==> config.mk <==
export PLATFORM = sky130hd
export DESIGN_NAME = i2c_codec_responder
export DESIGN_NICKNAME = d
export VERILOG_FILES = /design/src/rtl/i2c_codec_responder.sv
export SDC_FILE = /design/constraint.sdc
export NUM_CORES = 1
export LEC_CHECK = 0
export CORE_MARGIN = 2
export CORE_UTILIZATION = 65
export CTS_CLUSTER_SIZE = 14
export DETAILED_ROUTE_END_ITERATION = 7
export PLACE_DENSITY_LB_ADDON = 0.2
export SLEW_MARGIN = 10
export SYNTH_ARGS = -nofsm -noshare
export SYNTH_HDL_FRONTEND = slang
export SYNTH_SLANG_ARGS = --single-unit
==> constraint.sdc <==
create_clock -name i_clk -period 5.4 [get_ports i_clk]
set_clock_uncertainty 0.2 [all_clocks]
set_input_delay 1.08 -clock i_clk [delete_from_list [all_inputs] [get_ports i_clk]]
set_output_delay 1.08 -clock i_clk [all_outputs]
set_load 0.01 [all_outputs]
==> src/rtl/i2c_codec_responder.sv <==
// rtl/i2c_codec_responder.sv - I2C write-only codec control-port responder with 16 x 9-bit register file
// Optional majority glitch filter on SCL/SDA: define I2C_RESP_GLITCH_FILTER_EN.
module i2c_codec_responder #(
   parameter logic [6:0] DEV_ADDR  = 7'h1A,
   parameter int         N_REGS    = 16,
   parameter logic [6:0] RESET_REG = 7'h0F
) (
   input  logic       i_clk,
   input  logic       i_rst_n,
   input  logic       i_scl,
   input  logic       i_sda,
   output logic       o_sda_oe,
   input  logic [3:0] i_reg_sel,
   output logic [8:0] o_reg_data,
   output logic       o_wr_valid,
   output logic [6:0] o_wr_addr,
   output logic [8:0] o_wr_data,
   output logic       o_err,
   output logic       o_busy
);

   localparam logic [2:0] S_IDLE      = 3'd0;
   localparam logic [2:0] S_ADDR      = 3'd1;
   localparam logic [2:0] S_ACK_A     = 3'd2;
   localparam logic [2:0] S_BYTE1     = 3'd3;
   localparam logic [2:0] S_ACK_1     = 3'd4;
   localparam logic [2:0] S_BYTE2     = 3'd5;
   localparam logic [2:0] S_ACK_2     = 3'd6;
   localparam logic [2:0] S_WAIT_STOP = 3'd7;

   logic scl_s1, scl_s2, scl_h, scl_v;
   logic sda_s1, sda_s2, sda_h, sda_v;
   logic scl_rise, scl_fall, start_c, stop_c;

   logic [2:0] state;
   logic [7:0] shreg;
   logic [3:0] bitcnt;
   logic [6:0] reg_addr;
   logic       d8;
   logic       shifting, byte_done, in_range, is_reset_reg;
   logic [8:0] regs [N_REGS];

   // Synchronisers idle high so a reset never fabricates a bus condition.
   always_ff @(posedge i_clk) begin
      if (!i_rst_n) begin
         scl_s1 <= 1'b1;
         scl_s2 <= 1'b1;
         sda_s1 <= 1'b1;
         sda_s2 <= 1'b1;
      end else begin
         scl_s1 <= i_scl;
         scl_s2 <= scl_s1;
         sda_s1 <= i_sda;
         sda_s2 <= sda_s1;
      end
   end

`ifdef I2C_RESP_GLITCH_FILTER_EN
   logic [1:0] scl_d, sda_d;
   logic       scl_f, sda_f;

   always_ff @(posedge i_clk) begin
      if (!i_rst_n) begin
         scl_d <= 2'b11;
         sda_d <= 2'b11;
         scl_f <= 1'b1;
         sda_f <= 1'b1;
      end else begin
         scl_d <= {scl_d[0], scl_s2};
         sda_d <= {sda_d[0], sda_s2};
         scl_f <= (scl_s2 & scl_d[0]) | (scl_s2 & scl_d[1]) | (scl_d[0] & scl_d[1]);
         sda_f <= (sda_s2 & sda_d[0]) | (sda_s2 & sda_d[1]) | (sda_d[0] & sda_d[1]);
      end
   end

   assign scl_v = scl_f;
   assign sda_v = sda_f;
`else
   assign scl_v = scl_s2;
   assign sda_v = sda_s2;
`endif

   always_ff @(posedge i_clk) begin
      if (!i_rst_n) begin
         scl_h <= 1'b1;
         sda_h <= 1'b1;
      end else begin
         scl_h <= scl_v;
         sda_h <= sda_v;
      end
   end

   assign scl_rise = scl_v & ~scl_h;
   assign scl_fall = ~scl_v & scl_h;
   assign start_c  = scl_v & scl_h & sda_h & ~sda_v;
   assign stop_c   = scl_v & scl_h & ~sda_h & sda_v;

   assign shifting     = (state == S_ADDR) || (state == S_BYTE1) || (state == S_BYTE2);
   assign byte_done    = (bitcnt == 4'd8);
   assign in_range     = (32'(reg_addr) < N_REGS);
   assign is_reset_reg = (reg_addr == RESET_REG);

   always_ff @(posedge i_clk) begin
      if (!i_rst_n) begin
         state      <= S_IDLE;
         shreg      <= '0;
         bitcnt     <= '0;
         reg_addr   <= '0;
         d8         <= 1'b0;
         o_sda_oe   <= 1'b0;
         o_wr_valid <= 1'b0;
         o_err      <= 1'b0;
         o_busy     <= 1'b0;
         o_wr_addr  <= '0;
         o_wr_data  <= '0;
         for (int i = 0; i < N_REGS; i++) regs[i] <= '0;
      end else begin
         o_wr_valid <= 1'b0;
         o_err      <= 1'b0;
         if (start_c) begin
            state    <= S_ADDR;
            bitcnt   <= '0;
            o_sda_oe <= 1'b0;
            o_busy   <= 1'b1;
         end else if (stop_c) begin
            state    <= S_IDLE;
            o_sda_oe <= 1'b0;
            o_busy   <= 1'b0;
         end else begin
            if (scl_rise && shifting && !byte_done) begin
               shreg  <= {shreg[6:0], sda_v};
               bitcnt <= bitcnt + 4'd1;
            end
            if (scl_fall) begin
               case (state)
                  S_ADDR: if (byte_done) begin
                     if (shreg == {DEV_ADDR, 1'b0}) begin
                        o_sda_oe <= 1'b1;
                        state    <= S_ACK_A;
                     end else begin
                        o_err <= (shreg[7:1] == DEV_ADDR);
                        state <= S_WAIT_STOP;
                     end
                  end
                  S_BYTE1: if (byte_done) begin
                     reg_addr <= shreg[7:1];
                     d8       <= shreg[0];
                     o_sda_oe <= 1'b1;
                     state    <= S_ACK_1;
                  end
                  S_BYTE2: if (byte_done) begin
                     o_sda_oe <= 1'b1;
                     state    <= S_ACK_2;
                     if (in_range || is_reset_reg) begin
                        o_wr_valid <= 1'b1;
                        o_wr_addr  <= reg_addr;
                        o_wr_data  <= {d8, shreg};
                        for (int i = 0; i < N_REGS; i++)
                           if (32'(reg_addr) == i) regs[i] <= {d8, shreg};
                        // Later assignment: the reset-register clear overrides the store.
                        if (is_reset_reg)
                           for (int i = 0; i < N_REGS; i++) regs[i] <= '0;
                     end else begin
                        o_err <= 1'b1;
                     end
                  end
                  S_ACK_A: begin
                     o_sda_oe <= 1'b0;
                     bitcnt   <= '0;
                     state    <= S_BYTE1;
                  end
                  S_ACK_1: begin
                     o_sda_oe <= 1'b0;
                     bitcnt   <= '0;
                     state    <= S_BYTE2;
                  end
                  S_ACK_2: begin
                     o_sda_oe <= 1'b0;
                     bitcnt   <= '0;
                     state    <= S_WAIT_STOP;
                  end
                  default: ;
               endcase
            end
         end
      end
   end

   always_comb begin
      o_reg_data = '0;
      for (int i = 0; i < N_REGS; i++)
         if (32'(i_reg_sel) == i) o_reg_data = regs[i];
   end

endmodule

==> flow_metrics.tcl <==
set metrics [dict create \
    crit_path_end "o_reg_data[6]" \
    synth_edf_count 72 \
    hp-class "reg -> reg" \
    setup_viol 0 \
    routabilityCongestion 1.01 \
    clock.fmax_mhz 203 \
    yosys-mux-area-fraction 0.0635 \
    reg2reg_from "bitcnt[0]" \
    fin_tns_setup_ns 0 \
    design_area_um2 9920 \
    path_max_fanout 43 \
    ys_types 71 \
    critPathKind "in -> out" \
    syn_nets 951 \
    grt_usage 0.350 \
    fin_crit_ns 4.94 \
    post_drt_via_cell_ratio 6.58 \
    power_density_nw_per_um2 301 \
    dpl_cell_area_um2 9340 \
    ys_seq_area_frac 0.515 \
    synth-simple-area-share 0.223 \
    fp.dieH_um 121 \
    maxSlewViolCount 0 \
    worstPathArrival_ns 3.66 \
    synth_fa_ha_area_frac 0.00281 \
    io_buffers 36 \
    fp.dieW_um 121 \
    htree_num_levels 4 \
    wl_per_cell_um 21.9 \
    status "completed" \
    synth_top_family_by_area "simple AND/OR/NAND/NOR gates" \
    synth_warnings 0 \
    drtIter0Drc 843 \
    fin_cells 1132 \
    cp-startpoint "i_reg_sel[2]" \
    hold-path-cell-count 1 \
    drive_gt1_frac 0.0931 \
    dieArea_um2 14700 \
    max-cap-violations 0 \
    syn2layout_area_growth_pct 11.3 \
    worst_slew_pin_slew_ns 1.05 \
    r2r-end "regs[0][58]" \
    ioPinCount 37 \
    cts_root_buf "clkbuf_16" \
    grt_pass1_wl_um 38400 \
    synthesis.instances 941 \
    r2r_cells 8 \
    grt_pass1_vias 7008 \
    drc 0 \
    wirelength_um 24800 \
    synthXorXnorAreaFrac 0.00393 \
    leakage_nw 3.26 \
    cts_buffers 17 \
    dp_cells 1100 \
    ff2ff_setup_slack_ns 1.93 \
    globalRouteOverflowTotal 0 \
    synth_compound_area_frac 0.153 \
    synth_area_um2 8910 \
    postCtsResizedCells 0 \
    rows 42 \
    coreArea_um2 13300 \
    nets 953 \
    rsz0062_at_grt "false" \
    ys_ff_latch 193 \
    cts.clk_slew.worst_paths_ns 0.07 \
    async_flop_share 0 \
    end_kind "output pin" \
    detail-route-antenna-nets 0 \
    start_util 0.670 \
    hold_violations 0 \
    ir_drop_v 0.000335 \
    cts_tree "done" \
    firstDrtPassIters 7 \
    cts_max_path_buffers 2 \
    startpoint_type "input port" \
    cp.required_ns 4.12 \
    power_mw 2.99 \
    cts_hold_buf 0 \
    avgSynthCellArea_um2 9.47 \
    slew_headroom 0.297 \
    period_share 0.914 \
    dr_total_vias 7443 \
    antenna_found_initial 0 \
    dp_hpwl_um 16800 \
    ys.flop_type "dfxtp_1" \
    grt_max_degree 53 \
    clock-sinks 193 \
    clk_latency_ns 0.43 \
    cts_setup_buffers 0 \
    antenna-diode-count 0 \
]
[placed cells by master, fill, tap and decap left out, types with 4 or more instances in the layout]
| master | n |
|---|---|
| a211oi_1 | 4 |
| a21boi_0 | 13 |
| a21oi_1 | 75 |
| a22oi_1 | 6 |
| a2bb2oi_1 | 6 |
| a31oi_1 | 7 |
| and2_1 | 11 |
| and3_1 | 15 |
| buf_4 | 13 |
| clkbuf_16 | 17 |
| clkdlybuf4s50_1 | 34 |
| dfxtp_1 | 121 |
| edfxtp_1 | 72 |
| inv_1 | 12 |
| inv_6 | 4 |
| mux2_2 | 4 |
| mux2i_1 | 34 |
| mux4_2 | 8 |
| nand2_1 | 165 |
| nand2_4 | 6 |
| nand2b_1 | 20 |
| nand3_1 | 11 |
| nand4_1 | 5 |
| nor2_1 | 95 |
| nor2b_1 | 25 |
| nor3_1 | 8 |
| nor3_2 | 4 |
| o21ai_0 | 33 |
| o21ai_1 | 9 |
| o221ai_1 | 9 |
| o22ai_1 | 11 |
| o2bb2ai_1 | 11 |
| or3_1 | 7 |
[metal layers]
layer,global-route usage,part of all wire,vias to the layer above
li1,-,-,3327
met1,0.492,0.41,3550
met2,0.525,0.45,489
met3,0.0771,0.097,77
met4,0.148,0.039,0
met5,0,0,-
[worst min path at each step]
stage / end / from
finish: sda_s2 / sda_s1
global placement: sda_s2 / sda_s1
CTS: sda_s2 / sda_s1
detailed placement: sda_s2 / sda_s1
global route: scl_s2 / scl_s1
floorplan: scl_s2 / scl_s1
[through the flow]
step / hold slack [ns] / utilization / worst slack [ns]
6_report: 0.211 / 0.746 / 0.465
3_5_place_dp: 0.198 / 0.703 / 0.514
3_3_place_gp: 0.190 / 0.703 / 0.589
2_1_floorplan: 0.186 / - / 1.55
5_1_grt: 0.239 / 0.746 / 0.310
4_1_cts: 0.215 / 0.746 / 0.506
[area by class of cell]
type                            count  area [um^2]
Clock buffer                       17          425
Fill cell                         940         3380
Tap cell                          176          220
Clock inverter                     15          150
Timing Repair Buffer               52          508
Multi-Input combinational cell    666         3980
Inverter                           13         48.8
Sequential cell                   193         4580
[cells in the mapped netlist, drive strengths merged (5+ instances only)]
cell | count | area share
nor4 | 6 | 0.0063
a2bb2oi | 6 | 0.0059
nand2 | 174 | 0.084
buf | 37 | 0.020
mux4 | 8 | 0.020
a31oi | 7 | 0.0049
o221ai | 9 | 0.0088
inv | 12 | 0.0051
o22ai | 11 | 0.0077
nand2b | 20 | 0.014
mux2i | 34 | 0.038
o21ai | 43 | 0.025
nor2 | 95 | 0.040
edfxtp | 72 | 0.24
and3 | 15 | 0.011
a21oi | 75 | 0.042
nand3 | 11 | 0.0062
a22oi | 6 | 0.0051
nand4 | 5 | 0.0035
nor3 | 12 | 0.0090
o2bb2ai | 11 | 0.011
or3 | 7 | 0.0049
dfxtp | 121 | 0.27
nor2b | 25 | 0.018
a21boi | 13 | 0.011
and2 | 11 | 0.0077
clkbuf | 32 | 0.013
[worst max-delay path, cell delays in order]
cell	delay, ns
clkdlybuf4s50_1	0.50
buf_12	0.22
nor2b_1	0.39
a31oi_1	0.14
a22oi_1	0.30
o221ai_1	0.17
a22oi_1	0.27
clkdlybuf4s50_1	0.58
[where the power goes]
group | switching [mW] | internal, mW | leakage [nW]
clock | 0.586 | 0.649 | 0.273
combinational | 0.123 | 0.0812 | 1.33
sequential | 0.0150 | 1.54 | 1.66
total | 0.724 | 2.27 | 3.26
[cell families (layout without fill, tap and decap cells)]
| logic type | count (synthesis) | after routing |
|---|---|---|
| and+or+nand+nor | 399 | 399 |
| DFF | 193 | 193 |
| adders and majority gates | 2 | 2 |
| xor gates and xnor gates | 4 | 4 |
| buffers and inverters | 82 | 97 |
| muxes | 46 | 46 |
| AOI/OAI and AO/OA | 215 | 215 |
[registers in the layout, summed over array words and instances (netlist names)]
register	flops
d8	1
o_wr_addr	7
o_wr_data	9
regs	144
state	3
scl_h	1
scl_s1	1
o_busy	1
reg_addr	7
o_sda_oe	1
shreg	8
sda_s2	1
sda_s1	1
sda_h	1
scl_s2	1
o_wr_valid	1
o_err	1
bitcnt	4
No activity file was read; power rests on OpenSTA's default activity.
